## config.mk

```make
export PLATFORM = sky130hd
export DESIGN_NAME = recovery_sequencer_flat
export DESIGN_NICKNAME = d
export VERILOG_FILES = /design/src/rtl/recovery_sequencer_if.sv /design/src/rtl/recovery_sequencer.sv /design/src/flat_wrapper.sv
export SDC_FILE = /design/constraint.sdc
export NUM_CORES = 1
export LEC_CHECK = 0
export CORE_MARGIN = 1
export CORE_UTILIZATION = 41
export DETAILED_ROUTE_END_ITERATION = 10
export PLACE_DENSITY = 0.86
export SYNTH_ARGS = -nofsm -noshare
export SYNTH_HDL_FRONTEND = slang
export SYNTH_SLANG_ARGS = --single-unit
```

## constraint.sdc

```tcl
create_clock -name clock -period 3.6 [get_ports clock]
set_input_delay 0.54 -clock clock [delete_from_list [all_inputs] [get_ports clock]]
set_output_delay 0.54 -clock clock [all_outputs]
set_load 0.02 [all_outputs]
```

## src/rtl/recovery_sequencer_if.sv

```systemverilog
// Retire-side handshake bundle for the branch-mispredict recovery sequencer.
// The sequencer connects through the slave modport; the surrounding pipeline uses master.
`ifndef ARCH_REG_SZ
`define ARCH_REG_SZ 32
`endif
`ifndef ROB_SZ
`define ROB_SZ 64
`endif

interface recovery_sequencer_if #(
    parameter int ARCH_COUNT = `ARCH_REG_SZ,
    parameter int ROB_IDX_W  = $clog2(`ROB_SZ),
    parameter int ADDR_W     = 32,
    parameter int OPS_W      = $clog2(`ROB_SZ) + 1
);
    logic                  rob_mispredict;
    logic [ROB_IDX_W-1:0]  rob_mispred_idx;
    logic [ADDR_W-1:0]     mispred_target;
    logic [OPS_W-1:0]      outstanding_ops;

    logic                  flush_all;
    logic [ROB_IDX_W-1:0]  flush_rob_idx;
    logic                  freelist_restore;
    logic [ARCH_COUNT-1:0] map_copy_mask;
    logic                  fetch_redirect;
    logic [ADDR_W-1:0]     redirect_pc;
    logic                  dispatch_stall;
    logic                  retire_block;
    logic                  busy;
    logic                  overlap_err;

    modport master (
        output rob_mispredict, rob_mispred_idx, mispred_target, outstanding_ops,
        input  flush_all, flush_rob_idx, freelist_restore, map_copy_mask,
               fetch_redirect, redirect_pc, dispatch_stall, retire_block,
               busy, overlap_err
    );

    modport slave (
        input  rob_mispredict, rob_mispred_idx, mispred_target, outstanding_ops,
        output flush_all, flush_rob_idx, freelist_restore, map_copy_mask,
               fetch_redirect, redirect_pc, dispatch_stall, retire_block,
               busy, overlap_err
    );
endinterface

```

## src/rtl/recovery_sequencer.sv

```systemverilog
// Branch-mispredict recovery: flush, chunked arch->spec map copy, drain, single redirect.
// Optional perf counters (recovery_count, recovery_cycles) are built when RECOVERY_PERF_EN is defined.
module recovery_sequencer #(
    parameter int ARCH_COUNT     = `ARCH_REG_SZ,
    parameter int COPY_PER_CYCLE = 8,
    parameter int ROB_SZ         = `ROB_SZ,
    parameter int ADDR_W         = 32
`ifdef RECOVERY_PERF_EN
    ,
    parameter int CNT_W          = 16
`endif
) (
    input  logic clock,
    input  logic reset,
    recovery_sequencer_if.slave bus
`ifdef RECOVERY_PERF_EN
    ,
    output logic [CNT_W-1:0] recovery_count,
    output logic [CNT_W-1:0] recovery_cycles
`endif
);
    localparam int ROB_IDX_W  = $clog2(ROB_SZ);
    localparam int OPS_W      = $clog2(ROB_SZ) + 1;
    localparam int NUM_CHUNKS = (ARCH_COUNT + COPY_PER_CYCLE - 1) / COPY_PER_CYCLE;
    localparam int CHUNK_W    = (NUM_CHUNKS > 1) ? $clog2(NUM_CHUNKS) : 1;

    localparam logic [CHUNK_W-1:0] CHUNK_ZERO = CHUNK_W'(0);
    localparam logic [CHUNK_W-1:0] CHUNK_ONE  = CHUNK_W'(1);
    localparam logic [CHUNK_W-1:0] CHUNK_LAST = CHUNK_W'(NUM_CHUNKS - 1);

    typedef enum logic [2:0] {
        ST_IDLE     = 3'd0,
        ST_FLUSH    = 3'd1,
        ST_COPY     = 3'd2,
        ST_DRAIN    = 3'd3,
        ST_REDIRECT = 3'd4
    } state_t;

    state_t                state_r;
    logic [CHUNK_W-1:0]    chunk_r;
    logic [ROB_IDX_W-1:0]  idx_r;
    logic [ADDR_W-1:0]     pc_r;
    logic                  flush_all_r;
    logic                  freelist_restore_r;
    logic [ARCH_COUNT-1:0] map_copy_mask_r;
    logic                  fetch_redirect_r;
    logic                  busy_r;
    logic                  overlap_err_r;
    logic                  ops_idle_s;

    // Chunk k covers entries [k*CPC, (k+1)*CPC); the loop bound clips the last partial chunk.
    function automatic logic [ARCH_COUNT-1:0] chunk_mask(input logic [CHUNK_W-1:0] k);
        logic [ARCH_COUNT-1:0] m;
        int lo;
        lo = int'(k) * COPY_PER_CYCLE;
        m  = '0;
        for (int i = 0; i < ARCH_COUNT; i++) begin
            m[i] = (i >= lo) && (i < lo + COPY_PER_CYCLE);
        end
        return m;
    endfunction

    assign ops_idle_s = (bus.outstanding_ops == {OPS_W{1'b0}});

    // Recovery FSM; each output register is loaded with the value for the state being entered.
    always_ff @(posedge clock) begin
        if (reset) begin
            state_r            <= ST_IDLE;
            chunk_r            <= CHUNK_ZERO;
            idx_r              <= '0;
            pc_r               <= '0;
            flush_all_r        <= 1'b0;
            freelist_restore_r <= 1'b0;
            map_copy_mask_r    <= '0;
            fetch_redirect_r   <= 1'b0;
            busy_r             <= 1'b0;
            overlap_err_r      <= 1'b0;
        end else begin
            flush_all_r        <= 1'b0;
            freelist_restore_r <= 1'b0;
            map_copy_mask_r    <= '0;
            fetch_redirect_r   <= 1'b0;

            // A trigger outside IDLE (including the REDIRECT cycle) is dropped and flagged.
            if ((state_r != ST_IDLE) && bus.rob_mispredict) begin
                overlap_err_r <= 1'b1;
            end else begin
                overlap_err_r <= overlap_err_r;
            end

            case (state_r)
                ST_IDLE: begin
                    if (bus.rob_mispredict) begin
                        state_r            <= ST_FLUSH;
                        idx_r              <= bus.rob_mispred_idx;
                        pc_r               <= bus.mispred_target;
                        flush_all_r        <= 1'b1;
                        freelist_restore_r <= 1'b1;
                        busy_r             <= 1'b1;
                    end else begin
                        state_r <= ST_IDLE;
                        busy_r  <= 1'b0;
                    end
                end
                ST_FLUSH: begin
                    state_r         <= ST_COPY;
                    chunk_r         <= CHUNK_ZERO;
                    map_copy_mask_r <= chunk_mask(CHUNK_ZERO);
                    busy_r          <= 1'b1;
                end
                ST_COPY: begin
                    busy_r <= 1'b1;
                    if (chunk_r == CHUNK_LAST) begin
                        state_r <= ST_DRAIN;
                        chunk_r <= CHUNK_ZERO;
                    end else begin
                        state_r         <= ST_COPY;
                        chunk_r         <= chunk_r + CHUNK_ONE;
                        map_copy_mask_r <= chunk_mask(chunk_r + CHUNK_ONE);
                    end
                end
                ST_DRAIN: begin
                    busy_r <= 1'b1;
                    if (ops_idle_s) begin
                        state_r          <= ST_REDIRECT;
                        fetch_redirect_r <= 1'b1;
                    end else begin
                        state_r <= ST_DRAIN;
                    end
                end
                ST_REDIRECT: begin
                    state_r <= ST_IDLE;
                    busy_r  <= 1'b0;
                end
                default: begin
                    state_r <= ST_IDLE;
                    chunk_r <= CHUNK_ZERO;
                    busy_r  <= 1'b0;
                end
            endcase
        end
    end

    assign bus.flush_all        = flush_all_r;
    assign bus.flush_rob_idx    = idx_r;
    assign bus.freelist_restore = freelist_restore_r;
    assign bus.map_copy_mask    = map_copy_mask_r;
    assign bus.fetch_redirect   = fetch_redirect_r;
    assign bus.redirect_pc      = pc_r;
    assign bus.busy             = busy_r;
    assign bus.retire_block     = busy_r;
    assign bus.overlap_err      = overlap_err_r;
    // Stall already in the trigger cycle so the mispredicting group never renames.
    assign bus.dispatch_stall   = busy_r | (~busy_r & bus.rob_mispredict & ~reset);

`ifdef RECOVERY_PERF_EN
    localparam logic [CNT_W-1:0] CNT_ONE = CNT_W'(1);

    logic [CNT_W-1:0] recovery_count_r;
    logic [CNT_W-1:0] recovery_cycles_r;

    // Saturating counters: one count per FLUSH visit, one cycle per busy cycle.
    always_ff @(posedge clock) begin
        if (reset) begin
            recovery_count_r  <= '0;
            recovery_cycles_r <= '0;
        end else begin
            if ((state_r == ST_FLUSH) && (recovery_count_r != {CNT_W{1'b1}})) begin
                recovery_count_r <= recovery_count_r + CNT_ONE;
            end else begin
                recovery_count_r <= recovery_count_r;
            end
            if (busy_r && (recovery_cycles_r != {CNT_W{1'b1}})) begin
                recovery_cycles_r <= recovery_cycles_r + CNT_ONE;
            end else begin
                recovery_cycles_r <= recovery_cycles_r;
            end
        end
    end

    assign recovery_count  = recovery_count_r;
    assign recovery_cycles = recovery_cycles_r;
`endif
endmodule

```

## src/flat_wrapper.sv

```systemverilog
// flat-port wrapper written by rule: the top's interface ports become plain ports
module recovery_sequencer_flat 
#(
    parameter int ARCH_COUNT     = `ARCH_REG_SZ,
    parameter int COPY_PER_CYCLE = 8,
    parameter int ROB_SZ         = `ROB_SZ,
    parameter int ADDR_W         = 32

)
  (clock, reset, bus_rob_mispredict, bus_rob_mispred_idx, bus_mispred_target, bus_outstanding_ops, bus_flush_all, bus_flush_rob_idx, bus_freelist_restore, bus_map_copy_mask, bus_fetch_redirect, bus_redirect_pc, bus_dispatch_stall, bus_retire_block, bus_busy, bus_overlap_err);
  recovery_sequencer_if #(.ARCH_COUNT(ARCH_COUNT), .ROB_IDX_W(6), .ADDR_W(ADDR_W), .OPS_W(7)) bus_i ();
  input  logic clock;
  input  logic reset;
  input wire logic [$bits(bus_i.rob_mispredict)-1:0] bus_rob_mispredict;
  input wire logic [$bits(bus_i.rob_mispred_idx)-1:0] bus_rob_mispred_idx;
  input wire logic [$bits(bus_i.mispred_target)-1:0] bus_mispred_target;
  input wire logic [$bits(bus_i.outstanding_ops)-1:0] bus_outstanding_ops;
  output wire logic [$bits(bus_i.flush_all)-1:0] bus_flush_all;
  output wire logic [$bits(bus_i.flush_rob_idx)-1:0] bus_flush_rob_idx;
  output wire logic [$bits(bus_i.freelist_restore)-1:0] bus_freelist_restore;
  output wire logic [$bits(bus_i.map_copy_mask)-1:0] bus_map_copy_mask;
  output wire logic [$bits(bus_i.fetch_redirect)-1:0] bus_fetch_redirect;
  output wire logic [$bits(bus_i.redirect_pc)-1:0] bus_redirect_pc;
  output wire logic [$bits(bus_i.dispatch_stall)-1:0] bus_dispatch_stall;
  output wire logic [$bits(bus_i.retire_block)-1:0] bus_retire_block;
  output wire logic [$bits(bus_i.busy)-1:0] bus_busy;
  output wire logic [$bits(bus_i.overlap_err)-1:0] bus_overlap_err;
  assign bus_i.rob_mispredict = bus_rob_mispredict;
  assign bus_i.rob_mispred_idx = bus_rob_mispred_idx;
  assign bus_i.mispred_target = bus_mispred_target;
  assign bus_i.outstanding_ops = bus_outstanding_ops;
  assign bus_flush_all = bus_i.flush_all;
  assign bus_flush_rob_idx = bus_i.flush_rob_idx;
  assign bus_freelist_restore = bus_i.freelist_restore;
  assign bus_map_copy_mask = bus_i.map_copy_mask;
  assign bus_fetch_redirect = bus_i.fetch_redirect;
  assign bus_redirect_pc = bus_i.redirect_pc;
  assign bus_dispatch_stall = bus_i.dispatch_stall;
  assign bus_retire_block = bus_i.retire_block;
  assign bus_busy = bus_i.busy;
  assign bus_overlap_err = bus_i.overlap_err;
  recovery_sequencer #(.ARCH_COUNT(ARCH_COUNT), .COPY_PER_CYCLE(COPY_PER_CYCLE), .ROB_SZ(ROB_SZ), .ADDR_W(ADDR_W)) u_core (.clock(clock), .reset(reset), .bus(bus_i));
endmodule
```

## Word level (Yosys, flattened, before mapping)

Cells that the tools add are included.

| operators by class | value |
|---|---|
| add/sub/neg operators | 2 |
| muxes and demuxes | 11 |
| bitwise gates (word level) | 7 |
| equal/unequal tests | 5 |
| $lt $le $gt $ge | 64 |
| reductions and logical operators | 41 |

Operators with widths:

| kind | count |
|---|---|
| less-than comparator 6 x 32 -> 1 bit (first input constant) | 16 |
| less-than comparator 5 x 32 -> 1 bit (first input constant) | 8 |
| less-than comparator 4 x 32 -> 1 bit (first input constant) | 4 |
| >= comparator 5 bit (first input constant) | 16 |
| less-than comparator 3 x 32 -> 1 bit (first input constant) | 2 |
| one-hot mux 32 bit (2 select lines) | 1 |
| >= comparator 4 x 5 -> 1 bit (first input constant) | 8 |
| logical AND 1 bit | 33 |
| less-than comparator 1 x 32 -> 1 bit (first input constant) | 1 |
| less-than comparator 2 x 32 -> 1 bit (first input constant) | 1 |
| 2-to-1 mux 32 bit | 1 |
| >= comparator 3 x 5 -> 1 bit (first input constant) | 4 |
| one-hot mux 3 bit (4 select lines) | 1 |
| >= comparator 1 x 5 -> 1 bit (first input constant) | 2 |
| >= comparator 2 x 5 -> 1 bit (first input constant) | 2 |
| logical NOT 7 bit | 1 |
| adder 5 x 4 -> 6 bit (second input constant) | 1 |
| == test 3 x 2 -> 1 bit (second input constant) | 2 |
| OR reduction 3 bit | 2 |
| 2-to-1 mux 1 bit | 4 |
| inverter 1 bit | 4 |
| one-hot mux 2 bit (2 select lines) | 1 |
| OR reduction 2 bit | 2 |
| == test 3 x 1 -> 1 bit (second input constant) | 1 |
| other kinds (11) | 12 |

| word-level totals | value |
|---|---|
| word-level logic and storage cells | 139 |
| input port bits | 48 |
| register bits after elaboration | 79 |
| output and inout port bits | 77 |

## Logic depth before layout (Yosys ltp)

Gate-level depths: netlist of run 1.

| depth | value |
|---|---|
| depth in word-level cells | 6 |
| depth in mapped cells | 5 |
| mapped depth without buffers | 4 |

## Least setup slack after synthesis of run 1

No wires, ideal clock.

| path | value |
|---|---|
| kind | input to register |
| start | input bus_outstanding_ops[2] |
| end | register u_core.state_r[1] |
| buffers on the path | 0 |
| arrival time | 1.383 ns |
| stages on the path | 3 |
| path slack | 2.087 ns |
| setup time | 0.130 ns |
| required time | 3.470 ns |
| path through | or4_1 -> nor4_2 -> a31oi_1 |

| between the ends | value |
|---|---|
| cells in the longest elaborated chain, start to end | 3 |

Ends and longest elaborated chain:

| element | line | source |
|---|---|---|
| start, declared | flat_wrapper.sv:17 | `input wire logic [$bits(bus_i.outstanding_ops)-1:0] bus_outstanding_ops;` |
| logical NOT 7 bit | recovery_sequencer.sv:63 | `assign ops_idle_s = (bus.outstanding_ops == {OPS_W{1'b0}});` |
| 2-to-1 mux 3 bit | recovery_sequencer.sv:124 | `if (ops_idle_s) begin` |
| one-hot mux 3 bit (4 select lines) | recovery_sequencer.sv:91 | `case (state_r)` |
| end signal, assigned | recovery_sequencer.sv:94 | `state_r <= ST_FLUSH;` |
| end signal, assigned | recovery_sequencer.sv:125 | `state_r <= ST_REDIRECT;` |
| end signal, assigned | recovery_sequencer.sv:128 | `state_r <= ST_DRAIN;` |
| end, declared | recovery_sequencer.sv:39 | `state_t state_r;` |

Every way passes these cells.
A chain may end at the register's enable or synchronous reset.

## Final worst setup path of run 1

| path | value |
|---|---|
| start | input bus_rob_mispredict |
| end | output bus_dispatch_stall |

| between the ends | value |
|---|---|
| cells in the longest elaborated chain, start to end | 3 |

Ends and longest elaborated chain:

| element | line | source |
|---|---|---|
| start, declared | flat_wrapper.sv:14 | `input wire logic [$bits(bus_i.rob_mispredict)-1:0] bus_rob_mispredict;` |
| AND 1 bit (2 in series) | recovery_sequencer.sv:154 | `assign bus.dispatch_stall = busy_r \| (~busy_r & bus.rob_mispredict & ~reset);` |
| OR 1 bit | recovery_sequencer.sv:154 |  |
| end, declared | flat_wrapper.sv:24 | `output wire logic [$bits(bus_i.dispatch_stall)-1:0] bus_dispatch_stall;` |

Every way passes these cells.

==> results of run 1 <==
## routing by layer
| metal | routed length, um | GRT usage |
|---|---|---|
| met4 | 72 | 0.0629 |
| met2 | 2630 | 0.308 |
| met5 | 0 | 0 |
| met3 | 274 | 0.0325 |
| met1 | 2060 | 0.199 |
## sequential cells by signal, indices dropped and copies added, names as in the netlist
signal,cells
u_core.bus.busy,1
u_core.bus.flush_all,1
u_core.chunk_r,2
u_core.state_r,3
u_core.bus.overlap_err,1
u_core.bus.flush_rob_idx,6
u_core.bus.map_copy_mask,5
u_core.bus.fetch_redirect,1
u_core.bus.redirect_pc,32
## synth_stat cells, types with 2 or more instances
cell      instances  area share
clkbuf_1          9       0.016
ha_1              6       0.035
buf_6             2       0.010
nor2_1            3      0.0052
and2_1            4       0.012
nand2_1          77        0.13
a21oi_1          42       0.098
o21ai_0           3      0.0070
or3_1             2      0.0058
buf_2             4      0.0093
or4_1             2      0.0070
inv_1             3      0.0052
nor3_1            3      0.0070
nor2b_1           2      0.0058
buf_4            30        0.10
dfxtp_1          52        0.48
## per-stage QoR
stage	util	worst slack, ps
3_5_place_dp	0.632	1210
4_1_cts	0.650	1210
3_3_place_gp	0.632	1240
2_1_floorplan	-	2090
6_report	0.650	1210
5_1_grt	0.650	1160
## final timing paths
path	end	slack (ps)	cells past startpoint
worst max register to register	u_core.bus.redirect_pc[25]	1930	4
worst min register to register	u_core.bus.redirect_pc[14]	460	2
worst min-delay path	u_core.bus.redirect_pc[14]	460	2
worst max-delay path	bus_dispatch_stall	1210	3
## layout by cell type (no fill, tap or decap), drive strengths merged
| master | count |
|---|---|
| clkdlybuf4s50 | 124 |
| nand2 | 77 |
| dfxtp | 52 |
| a21oi | 42 |
| clkbuf | 8 |
| ha | 6 |
| and2 | 4 |
| inv | 4 |
| nor3 | 3 |
| nor2 | 3 |
| o21ai | 3 |
| or3 | 2 |
| or4 | 2 |
| nor2b | 2 |
| buf | 2 |
| nor4b | 2 |
| or4b | 2 |
| nor4 | 2 |
| a21o | 1 |
| nor4bb | 1 |
| nand4b | 1 |
| and3b | 1 |
| a31oi | 1 |
| mux2i | 1 |
## area by class of cell
| class | instances | area [um2] |
|---|---|---|
| clock buffers | 8 | 90.1 |
| fillers | 440 | 1780 |
| inverters | 4 | 15.0 |
| multi-input cells | 156 | 807 |
| flip-flops and latches | 52 | 1040 |
| well taps | 70 | 87.6 |
| repair buffers | 126 | 1260 |
## worst max-delay path, stage by stage
cell	delay (ps)
clkdlybuf4s50_1	570
a21o_1	140
clkdlybuf4s50_1	600
## kinds of logic after synthesis
family,share of synthesized area
and+or+nand+nor,0.220
buffers and inverters,0.147
DFF,0.483
muxes,0.00464
AOI/OAI and AO/OA,0.111
adders and majority gates,0.0348
## report_power, final
group | internal, mW | leakage [nW] | switching [mW]
clock | 0.157 | 0.0455 | 0.173
sequential | 0.612 | 0.426 | 0.0268
combinational | 0.151 | 0.745 | 0.143
total | 0.920 | 1.22 | 0.343
==> flow_metrics.py, run 1 <==
metrics = {
    "clock_network": {
        "cts_resized": 0,
        "numCtsBuffers": 5,
        "clkLatencyLatePin_ps": 290,
        "cts_tree": "done",
        "cts_setup_buffers": 0,
        "clkSinkCount": 52,
        "cts_max_path_buffers": 2,
        "hold_buffers": 0,
        "htree_levels": 2,
        "cts.clk_slew.worst_paths_ps": 90,
        "cts-root-buf": "clkbuf_8",
    },
    "place": {
        "portBuffers": 124,
        "dp_hpwl_mm": 3.57,
        "placed_area_um2": 3210,
        "gp_congestion": 0.767,
        "dp.cells": 408,
    },
    "timing": {
        "min_period_over_period": 0.663,
        "fin_setup_tns_ps": 0,
        "setup_viol": 0,
        "hold_ws_ps": 456,
        "period_minus_slack_ps": 2390,
        "max_slew_margin": 0.681,
        "maxSlewViolCount": 0,
        "max_freq_mhz": 419,
        "tightest_slew_ps": 478,
        "worst_clock_skew_ps": 4.79,
        "rsz0062_at_grt": "false",
        "hold_violations": 0,
    },
    "cells_and_area": {
        "drive_above_1_share": 0.0347,
        "final_area_um2": 3300,
        "antenna_cells": 0,
        "fin_nets": 399,
        "syn2layout_area_growth_pct": 52.9,
        "stdcell_count": 416,
    },
    "floorplan": {
        "start_util": 0.425,
        "rows": 26,
        "die_height_um": 74.5,
        "io_pins": 125,
        "die_w_um": 74.5,
        "core_um2": 5070,
        "dieArea_um2": 5550,
    },
    "global_route": {
        "overflow": 0,
        "antenna_found_initial": 0,
        "grt_pass1_vias": 1637,
        "grt_max_degree": 48,
        "grt_pass1_wl_mm": 7.33,
        "grt_usage": 0.171,
    },
    "drt": {
        "wl_per_cell_um": 12.1,
        "drt_iter0_markers": 98,
        "dr.pass1.iters": 4,
        "via_per_inst": 4.65,
        "drc": 0,
        "routed_wl_mm": 5.04,
        "vias": 1934,
        "antenna_left": 0,
    },
    "power_and_ir_drop": {
        "p_total_mw": 1.26,
        "power_leakage_nw": 1.22,
        "p_per_area_nw_per_um2": 383,
        "vdd_drop_max_uv": 276,
    },
    "critical_path": {
        "crit_path_start_kind": "input pin",
        "end_kind": "primary output",
        "arrival_ps": 1850,
        "path_class": "in2out",
        "startpoint": "bus_rob_mispredict",
        "reg2reg_from": "u_core.state_r[2]",
        "critPathRequiredTime_ps": 3060,
        "cp_max_fo": 6,
    },
    "min_path": {
        "hold_path.class": "reg2reg",
        "min_from": "u_core.bus.redirect_pc[14]",
    },
    "synthesis": {
        "synth_edf_count": 0,
        "syn_area_um2": 2160,
        "ys.flop_type": "dfxtp_1",
        "synth_cells": 257,
        "synth_seq_area_share": 0.483,
        "async_flop_share": 0,
        "syn_avg_cell_area_um2": 8.39,
        "synth_warnings": 0,
        "synth_seq_cells": 52,
        "syn-num-nets": 311,
        "synth_cell_types": 29,
    },
    "run_status": {
        "outcome": "completed",
    },
    "job": {
        "cap_viol_max_count": 0,
    },
}
Power figures use the tool's default switching activity.
==> run 2: changes to the inputs <==
CORE_UTILIZATION = 34   (was 41)
PLACE_DENSITY = 0.76   (was 0.86)
clock period = 1.91 ns   (was 3.6 ns; I/O delays follow)
==> run 2 against run 1 <==
  * Combinational power rose by 96%
  * Total power rose by 98%
  * Sequential power rose by 86%
  * Clock skew rose by 7.9 ps
  * Critical endpoint unchanged
  * Largest cell class unchanged
==> flow_metrics.py, run 2 (same netlist as run 1, synthesis figures left out) <==
metrics = {
    "critical_path": {
        "crit_path_start_kind": "input pin",
        "cp_max_fo": 3,
        "arrival_ps": 1510,
        "reg2reg_from": "u_core.state_r[1]",
        "startpoint": "bus_rob_mispredict",
        "critPathRequiredTime_ps": 1620,
        "path_class": "in2out",
        "end_kind": "primary output",
    },
    "timing": {
        "rsz0062_at_grt": "false",
        "fin_setup_tns_ps": 0,
        "max_freq_mhz": 557,
        "tightest_slew_ps": 485,
        "hold_violations": 0,
        "max_slew_margin": 0.676,
        "maxSlewViolCount": 0,
        "worst_clock_skew_ps": 12.6,
        "min_period_over_period": 0.940,
        "period_minus_slack_ps": 1800,
        "layout_setup_ws_ps": 114,
        "hold_ws_ps": 354,
        "setup_viol": 0,
    },
    "place": {
        "dp_hpwl_mm": 3.56,
        "gp_congestion": 0.765,
        "portBuffers": 124,
        "dp.cells": 417,
        "placed_area_um2": 3250,
        "dp_slack_ps": 33.2,
    },
    "floorplan": {
        "rows": 28,
        "die_w_um": 81.6,
        "core_um2": 6030,
        "start_util": 0.358,
        "die_height_um": 81.6,
        "dieArea_um2": 6660,
        "io_pins": 125,
    },
    "clock_network": {
        "cts-root-buf": "clkbuf_8",
        "cts.clk_slew.worst_paths_ps": 90,
        "cts_setup_buffers": 0,
        "clkSinkCount": 52,
        "cts_max_path_buffers": 2,
        "clkLatencyLatePin_ps": 290,
        "cts_resized": 0,
        "hold_buffers": 0,
        "numCtsBuffers": 5,
        "cts_tree": "done",
        "htree_levels": 2,
    },
    "drt": {
        "vias": 1908,
        "antenna_left": 0,
        "drc": 0,
        "routed_wl_mm": 5.09,
        "via_per_inst": 4.49,
        "dr.pass1.iters": 4,
        "wl_per_cell_um": 12.0,
        "drt_iter0_markers": 45,
    },
    "global_route": {
        "antenna_found_initial": 0,
        "grt_pass1_wl_mm": 7.94,
        "grt_usage": 0.155,
        "overflow": 0,
        "grt_max_degree": 48,
        "grt_pass1_vias": 1776,
    },
    "power_and_ir_drop": {
        "power_leakage_nw": 1.25,
        "p_per_area_nw_per_um2": 744,
        "vdd_drop_max_uv": 409,
        "p_total_mw": 2.50,
    },
    "cells_and_area": {
        "syn2layout_area_growth_pct": 55.8,
        "drive_above_1_share": 0.0514,
        "antenna_cells": 0,
        "fin_nets": 403,
        "largest_reg_flops": 32,
        "final_area_um2": 3360,
        "layout_commonest_cell": "clkdlybuf4s50_1",
        "post-route-util": 0.557,
        "stdcell_count": 425,
        "final_cell_mix": "clkdlybuf4s50_1 (123), nand2_1 (77), dfxtp_1 (52), a21oi_1 (42), ha_1 (6)",
        "fillCellCount": 579,
    },
    "min_path": {
        "hold_path.class": "in2reg",
        "min_from": "reset",
    },
    "run_status": {
        "outcome": "completed",
    },
    "job": {
        "cap_viol_max_count": 0,
    },
}
-- run 2: worst max-delay path: stages --
cell             delay [ps]
clkdlybuf4s50_1         500
a21o_1                  120
clkdlybuf4s50_1         600
-- run 2: path summary, 6_finish.rpt --
check	endpoint	slack (ps)	cells past startpoint
min reg2reg	u_core.bus.flush_rob_idx[4]	460	2
max reg2reg	u_core.bus.redirect_pc[23]	390	3
min	u_core.bus.fetch_redirect	350	4
max	bus_dispatch_stall	110	3
-- run 2: power by group --
part | leakage [nW] | total, mW | internal [mW] | switching (mW)
clock network | 0.0552 | 0.726 | 0.389 | 0.337
registers | 0.426 | 1.19 | 1.15 | 0.0416
logic | 0.770 | 0.576 | 0.295 | 0.282
-- run 2: area by class of cell --
| cell class | instances | area [um2] | area share |
|---|---|---|---|
| clock buffer | 6 | 72.6 | 0.0216 |
| clock inverter | 2 | 35.0 | 0.0104 |
| inverter | 4 | 15.0 | 0.00447 |
| multi-input combinational | 156 | 807 | 0.240 |
| sequential | 52 | 1040 | 0.310 |
| tap | 75 | 93.8 | 0.0279 |
| timing repair buffer | 130 | 1290 | 0.385 |
-- run 2: routing by layer --
metal  up-vias  global-route usage  routed length (um)
met5         -                   0                   0
met1       846               0.173                2110
met2        68               0.278                2520
met3         9              0.0322                 343
met4         0              0.0737                 117
li1        985                   -                   -
==> run 3: changes to the inputs <==
CORE_MARGIN = 2   (was 1)
MAX_ROUTING_LAYER = met4   (was unset)
==> run 3 against run 2 <==
  * Via count is 1.4% lower
  * Critical endpoint is now bus_map_copy_mask[6]
  * Critical path depth is 2 lower
  * Combinational power is 3% lower
==> flow_metrics.py, run 3 (same netlist as run 1, synthesis figures left out) <==
metrics = {
    "clock_network": {
        "numCtsBuffers": 5,
        "clkLatencyLatePin_ps": 300,
        "hold_buffers": 0,
        "cts.clk_slew.worst_paths_ps": 90,
        "cts_tree": "done",
        "clkSinkCount": 52,
        "cts_resized": 0,
        "cts-root-buf": "clkbuf_8",
        "cts_max_path_buffers": 2,
        "cts_setup_buffers": 0,
        "htree_levels": 2,
    },
    "critical_path": {
        "cp_cell_sequence": "clkdlybuf4s50_1",
        "crit_path_start_kind": "flip-flop",
        "max_stage_delay_ps": 660,
        "critPathRequiredTime_ps": 1620,
        "r2r_slack_ps": 290,
        "end_kind": "primary output",
        "worst-path-stages": 1,
        "arrival_ps": 1400,
        "worstRegToRegCells": 3,
        "cp_top_family": "buffers and inverters",
        "critPathBufInv": 1,
        "startpoint": "u_core.bus.map_copy_mask[7]",
        "path_class": "reg2out",
        "cp_max_fo": 8,
        "reg2reg_from": "u_core.state_r[1]",
        "slowest_stage": "clkdlybuf4s50_1",
    },
    "timing": {
        "period_minus_slack_ps": 1690,
        "hold_violations": 0,
        "setup_viol": 0,
        "min_period_over_period": 0.885,
        "rsz0062_at_grt": "false",
        "max_freq_mhz": 592,
        "max_slew_margin": 0.675,
        "maxSlewViolCount": 0,
        "tightest_slew_ps": 484,
        "fin_setup_tns_ps": 0,
        "worst_clock_skew_ps": 9.78,
    },
    "floorplan": {
        "core_um2": 6240,
        "die_w_um": 83.6,
        "start_util": 0.345,
        "rows": 29,
        "io_pins": 125,
        "die_height_um": 83.6,
        "dieArea_um2": 6990,
    },
    "drt": {
        "routed_wl_mm": 4.95,
        "via_per_inst": 4.44,
        "antenna_left": 0,
        "drc": 0,
        "wl_per_cell_um": 11.7,
        "drt_iter0_markers": 38,
        "dr.pass1.iters": 4,
        "vias": 1882,
    },
    "min_path": {
        "min_path_cells": 4,
        "min_from": "reset",
        "hold_path.class": "in2reg",
    },
    "cells_and_area": {
        "largest_reg_flops": 32,
        "fin_nets": 400,
        "stdcell_count": 424,
        "fillCellCount": 587,
        "ff_latch_area_um2": 1040,
        "final_cell_mix": "clkdlybuf4s50_1 (122), nand2_1 (77), dfxtp_1 (52), a21oi_1 (42)",
        "layout_commonest_cell": "clkdlybuf4s50_1",
        "syn2layout_area_growth_pct": 55.6,
        "antenna_cells": 0,
        "drive_above_1_share": 0.0461,
        "multiInputGateArea_um2": 807,
    },
    "global_route": {
        "antenna_found_initial": 0,
        "grt_max_degree": 48,
        "grt_usage": 0.145,
        "overflow": 0,
        "grt_pass1_wl_mm": 8.08,
        "grt_pass1_vias": 1748,
    },
    "job": {
        "cap_viol_max_count": 0,
    },
    "power_and_ir_drop": {
        "power_leakage_nw": 1.25,
        "p_per_area_nw_per_um2": 756,
        "vdd_drop_max_uv": 377,
    },
    "run_status": {
        "outcome": "completed",
    },
    "place": {
        "dp.cells": 416,
        "dp_hpwl_mm": 3.51,
        "gp_congestion": 0.702,
        "portBuffers": 124,
    },
}
==> run 3: changes by cell type in the layout (fill, tap and decap cells not counted), sizes merged <==
cell,change
buf,-3
clkdlybuf4s50,-1
dlymetal6s2s,+1
==> run 3: metal layers <==
layer / vias to the layer above / wire [um] / track usage / share of wire
met2: 72 / 2410 / 0.236 / 0.49
met1: 821 / 2120 / 0.164 / 0.43
met5: - / 0 / - / 0
met3: 8 / 360 / 0.0504 / 0.073
met4: 0 / 67 / 0.0557 / 0.014
li1: 981 / - / - / -
==> run 3: layout make-up <==
cell class,instances,area share
repair buffers,127,0.380
clock inverters,2,0.0116
inverters,4,0.00448
multi-input cells,156,0.241
well taps,77,0.0287
clock buffers,6,0.0246
flip-flops and latches,52,0.310
==> run 3: metrics by stage <==
stage / hold slack (ps) / total power [mW] / worst slack (ps) / utilization / cell area [um2]
after floorplan: 422 / 1.52 / 552 / - / 2160
after global placement: 441 / 1.79 / 14.9 / 0.518 / 3230
after detailed placement: 446 / 1.79 / -14.9 / 0.518 / 3230
after CTS: 336 / 2.59 / 50.6 / 0.537 / 3350
after global routing: 361 / 2.67 / 120 / 0.537 / 3350
final: 351 / 2.54 / 220 / 0.537 / 3350
==> run 3: worst paths after layout <==
kind	to
setup / recovery	bus_map_copy_mask[6]
hold / removal	u_core.state_r[2]
hold reg to reg	u_core.bus.redirect_pc[24]
setup reg to reg	u_core.bus.flush_rob_idx[0]
==> run 3: power breakdown <==
part	switching (mW)	total (mW)	internal (mW)
sequential	0.0503	1.20	1.15
clock	0.346	0.775	0.428
combinational	0.268	0.558	0.289
total	0.665	2.54	1.87
